### src/rtl/aes_cipher_ctrl.sv
// Sequencer for the AES-128/256 encryption path: key-expansion wait, round strobes, output handshake.
// Optional block counter enabled by defining AES_CTRL_PERF_EN.
module aes_cipher_ctrl #(
    parameter int KX_OVERHEAD = 4
) (
    input  logic        clk,
    input  logic        rst_n,
    input  logic        key_load,
    input  logic        key_len_256,
    output logic        key_valid,
    output logic        key_err,
    output logic        kx_start,
    output logic [3:0]  kx_nk,
    output logic [3:0]  kx_addr,
    input  logic        blk_valid,
    output logic        blk_ready,
    output logic        dp_load,
    output logic        dp_round_en,
    output logic        dp_final,
    output logic        out_valid,
    input  logic        out_ready,
    output logic [15:0] blk_count
);

    typedef enum logic [1:0] {
        S_IDLE,
        S_KX_WAIT,
        S_RUN,
        S_OUT
    } state_t;

    state_t      state, state_nxt;
    logic        len_256;
    logic [3:0]  round_ctr;
    logic [7:0]  wait_ctr;
    logic        key_valid_q;
    logic        kx_start_q;
    logic        key_accept;
    logic        kx_done;
    logic [3:0]  nr;
    logic [7:0]  wait_load;

    assign nr        = len_256 ? 4'd14 : 4'd10;
    assign wait_load = (key_len_256 ? 8'd14 : 8'd10) + 8'(KX_OVERHEAD);
    assign key_valid = key_valid_q;
    assign kx_start  = kx_start_q;
    assign kx_nk     = {1'b0, len_256, 2'b11};

    always_ff @(posedge clk or negedge rst_n) begin
        if (!rst_n) state <= S_IDLE;
        else        state <= state_nxt;
    end

    always_comb begin
        state_nxt   = state;
        blk_ready   = 1'b0;
        dp_load     = 1'b0;
        dp_round_en = 1'b0;
        dp_final    = 1'b0;
        out_valid   = 1'b0;
        kx_addr     = 4'd0;
        key_err     = 1'b0;
        key_accept  = 1'b0;
        kx_done     = 1'b0;
        case (state)
            S_IDLE: begin
                blk_ready = key_valid_q & ~key_load;
                if (key_load) begin
                    key_accept = 1'b1;
                    state_nxt  = S_KX_WAIT;
                end else if (blk_valid && blk_ready) begin
                    dp_load   = 1'b1;
                    state_nxt = S_RUN;
                end
            end
            S_KX_WAIT: begin
                key_err = key_load;
                // Finishing on the step to zero makes key_valid rise Nr+KX_OVERHEAD cycles after kx_start.
                if (wait_ctr <= 8'd1) begin
                    kx_done   = 1'b1;
                    state_nxt = S_IDLE;
                end
            end
            S_RUN: begin
                key_err     = key_load;
                dp_round_en = 1'b1;
                kx_addr     = round_ctr;
                dp_final    = (round_ctr == nr);
                if (dp_final) state_nxt = S_OUT;
            end
            S_OUT: begin
                key_err   = key_load;
                out_valid = 1'b1;
                if (out_ready) state_nxt = S_IDLE;
            end
            default: state_nxt = S_IDLE;
        endcase
    end

    always_ff @(posedge clk or negedge rst_n) begin
        if (!rst_n) begin
            len_256     <= 1'b0;
            round_ctr   <= 4'd0;
            wait_ctr    <= 8'd0;
            key_valid_q <= 1'b0;
            kx_start_q  <= 1'b0;
        end else begin
            kx_start_q <= key_accept;
            if (key_accept) begin
                len_256     <= key_len_256;
                key_valid_q <= 1'b0;
                wait_ctr    <= wait_load;
            end else if (kx_done) begin
                key_valid_q <= 1'b1;
                wait_ctr    <= 8'd0;
            end else if (state == S_KX_WAIT) begin
                wait_ctr <= wait_ctr - 8'd1;
            end
            if (dp_load)       round_ctr <= 4'd1;
            else if (dp_final) round_ctr <= 4'd0;
            else if (dp_round_en) round_ctr <= round_ctr + 4'd1;
        end
    end

`ifdef AES_CTRL_PERF_EN
    logic [15:0] blk_count_q;

    always_ff @(posedge clk or negedge rst_n) begin
        if (!rst_n)                    blk_count_q <= 16'h0000;
        else if (out_valid && out_ready) blk_count_q <= blk_count_q + 16'h0001;
    end

    assign blk_count = blk_count_q;
`else
    assign blk_count = 16'h0000;
`endif

endmodule

### config.mk
export PLATFORM = sky130hd
export DESIGN_NAME = aes_cipher_ctrl
export DESIGN_NICKNAME = d
export VERILOG_FILES = /design/src/rtl/aes_cipher_ctrl.sv
export SDC_FILE = /design/constraint.sdc
export NUM_CORES = 1
export LEC_CHECK = 0
export CORE_ASPECT_RATIO = 0.9
export CORE_MARGIN = 2
export CORE_UTILIZATION = 28
export CTS_CLUSTER_DIAMETER = 150
export CTS_CLUSTER_SIZE = 24
export DETAILED_ROUTE_END_ITERATION = 10
export MAX_ROUTING_LAYER = met4
export PLACE_DENSITY = 0.54
export SLEW_MARGIN = 20
export SYNTH_ARGS = -nofsm -noshare
export SYNTH_HDL_FRONTEND = slang
export SYNTH_SLANG_ARGS = --single-unit
### constraint.sdc
create_clock -name clk -period 2.45 [get_ports clk]
set_input_delay 0.245 -clock clk [delete_from_list [all_inputs] [get_ports clk]]
set_output_delay 0.245 -clock clk [all_outputs]
set_load 0.005 [all_outputs]
==> metrics.csv, run 1 <==
stage,metric,value,unit
status,status,completed,
detailed_routing,post-route ant nets,0,
critical_path,Crit Path Category,reg2out,
global_route,total grt overflow,0,
cells_and_area,Layout area overhead,16.6,%
synth,Main synth FF type,dfrtp_1,
synth,async set or reset register ratio after synthesis,100,%
placed_design,dpl ws,0.469,ns
timing,setup TNS,0,ns
synth,Synth area leaders,"dfrtp_1 (37%), buf_4 (13%), ha_1 (4.4%), nor2_1 (3.3%), o21ai_0 (3.1%)",
global_route,pin count of the biggest net entering global routing,18,
detailed_routing,TritonRoute pass-1 iters,4,
clocking,TritonCTS buffer count,3,
pwr,switching share of power,42.6,%
timing,worst setup skew after layout,0.00304,ns
synth,Seq cells post-synth,17,
timing,Hold Slack,0.459,ns
timing,Tcrit/Tclk final,88.8,%
cells_and_area,share of layout cells above drive strength 1,6.99,%
synth,cell taking the most area after synthesis,dfrtp_1,
global_route,Tot GR Track Use,10.9,%
placed_design,port bufs,18,
global_route,vias in the first global route,811,
critical_path,R2R cell count,6,
synth,"count leader, synth",buf_4,
timing,RSZ-0062 raised after global routing,no,
clocking,total number of clock tree sinks,17,
pwr,Comb power frac,47.8,%
pwr,Power Dens Cells,1090,nW/um2
clocking,CTS tree,done,
clocking,post-CTS setup buffers,0,
timing,final slew viol count,0,
floorplanning,die height,64.5,um
placed_design,Final GP Congestion,0.786,
pwr,leakage,0.000587,uW
worst_hold_path,Hold Path Class,in2async,
pwr,Seq pwr share,37.5,%
floorplanning,Die W,71.3,um
synth,Gate Count Post-Synth,126,
critical_path,reg2reg start,wait_ctr[0],
critical_path,CP Data Arrival Time,1.93,ns
detailed_routing,WL per Instance,12.2,um
critical_path,"Req. time, crit path",2.20,ns
critical_path,R2R setup slack,0.73,ns
timing,fmax,460,MHz
clocking,# H-tree levels,1,
flow_run,max-cap viol count,0,
synth,register area share after synthesis,37.3,%
pwr,switching power,614,uW
synth,Post-synth top cells,"buf_4 (20), dfrtp_1 (17), nor2_1 (10), inv_1 (8), nand2_1 (8)",
floorplanning,I/O pins,38,
global_route,initial antenna violation count,0,
detailed_routing,Post-Route WL,2310,um
pwr,Clk pwr share,14.8,%
placed_design,Post-DP HPWL,1790,um
pwr,maximum VDD drop,0.233,mV
clocking,clk_lat worst skew,0.25,ns
synth,Mean Syn Cell Area,9.05,um2
floorplanning,CORE AREA,3810,um2
floorplanning,Initial Util,29.9,%
synth,Synth top area share,37.3,%
clocking,clock-pin slew on the worst setup and hold paths,0.07,ns
timing,post-route setup slack,0.275,ns
detailed_routing,vias,857,
cells_and_area,n_diodes,0,
critical_path,Critical R2R Capture,wait_ctr[6],
floorplanning,DIE AREA,4600,um2
critical_path,crit-path max FO,10,
clocking,CTS max path bufs,2,
critical_path,Worst setup SP type,register,
cells_and_area,Final Net Count,154,
timing,Fin. Hold Viols,0,
detailed_routing,Residual DRC,0,
timing,slew of the pin with the lowest slew margin,0.804,ns
synth,post-synthesis cell type count,37,
floorplanning,Site Rows,21,
detailed_routing,DRT iter0 DRCs,68,
synth,Synth Warn #,0,
detailed_routing,Via density,4.53,
clocking,post_cts resized,0,
timing,Worst slew margin,46.3,%
timing,minimum clock period,2.18,ns
critical_path,crit end category,primary output,
synth,Post-synth EDFFs,0,
synth,cell area after synthesis,1140,um2
pwr,Pint,828,uW
clocking,Root Driver,clkbuf_8,
global_route,first-pass GRT wire length,3860,um
timing,Final setup viols,0,
cells_and_area,fillers,395,
clocking,CTS Hold Bufs,0,
sequential cells by signal, summed over array words and instances, names as in the netlist:
name       count
wait_ctr       8
round_ctr      4
state          2
key_valid      1
kx_start       1
len_256        1
worst max-delay path: stages, from the launching register on:
cell and delay, ns:
dfrtp_1 0.49, inv_1 0.17, nor2_1 0.26, and4_2 0.25, clkdlybuf4s50_1 0.50
power by group through the flow:
stage          clock (uW)  combinational, uW  sequential, uW
2_1_floorplan           0                549             484
3_3_place_gp            0                686             539
3_5_place_dp            0                686             547
4_1_cts               216                694             542
5_1_grt               235                776             567
6_report              213                689             540
kinds of logic after synthesis:
logic type / share of synthesized area, %
xor+xnor: 4.61
other cells: 0.659
buf+inv: 17.1
flops: 37.3
simple gates: 18.7
compound gates: 17.2
fa+ha+maj: 4.39
how the worst max path moves through the flow:
stage / startpoint / endpoint / slack, ns / cells past startpoint
after global placement: key_load / dp_load / 0.50 / 4
after global routing: state[1] / dp_final / 0.13 / 4
final: state[1] / dp_final / 0.27 / 4
after CTS: state[1] / dp_final / 0.25 / 4
after detailed placement: key_load / dp_load / 0.47 / 4
after floorplan: wait_ctr[0] / wait_ctr[6] / 0.88 / 6
area by class of cell:
type | instances | area [um2] | share of cell area [%]
clock buffers | 4 | 45.0 | 3.39
inverters | 8 | 30.0 | 2.26
multi-input cells | 95 | 583 | 43.9
flip-flops and latches | 17 | 425 | 32.0
well taps | 46 | 57.6 | 4.33
repair buffers | 19 | 188 | 14.1
layout by cell type (no fill, tap or decap), drive strengths merged, types with 2 or more instances in the layout:
master,count
and2,4
dfrtp,17
o21bai,2
a311oi,2
nor2,10
ha,4
a22o,2
nand2,8
o311ai,2
inv,8
clkdlybuf4s50,18
xor2,2
o21ai,8
nor2b,2
clkbuf,4
nor3,5
xnor2,4
conb,19
o211ai,2
a21oi,3
nand3,3
nand2b,3
routing by layer:
metal	track usage [%]	routed length (um)
met1	14.2	1130
met2	16.1	1020
met3	2.49	128
met4	4.95	36
met5	-	0
metrics by stage:
step	total power [uW]	area, um2	utilization [%]	std cells
after floorplan	1030	1200	-	143
after global placement	1230	1280	33.7	185
after detailed placement	1230	1280	33.7	185
after CTS	1450	1330	34.9	189
after global routing	1580	1330	34.9	189
final	1440	1330	34.9	189
Note: power is estimated with default switching activity, not from simulation.
==> inputs of run 2 (changes only) <==
--- a/config.mk
+++ b/config.mk
@@ -5,15 +5,16 @@
 export SDC_FILE = /design/constraint.sdc
 export NUM_CORES = 1
 export LEC_CHECK = 0
+export CAP_MARGIN = 20
 export CORE_ASPECT_RATIO = 0.9
 export CORE_MARGIN = 2
 export CORE_UTILIZATION = 28
 export CTS_CLUSTER_DIAMETER = 150
 export CTS_CLUSTER_SIZE = 24
 export DETAILED_ROUTE_END_ITERATION = 10
+export HOLD_SLACK_MARGIN = 0.15
 export MAX_ROUTING_LAYER = met4
 export PLACE_DENSITY = 0.54
-export SLEW_MARGIN = 20
 export SYNTH_ARGS = -nofsm -noshare
 export SYNTH_HDL_FRONTEND = slang
 export SYNTH_SLANG_ARGS = --single-unit
==> results of run 2 <==
Final layout, timing and power as in run 1 (identical DEF).
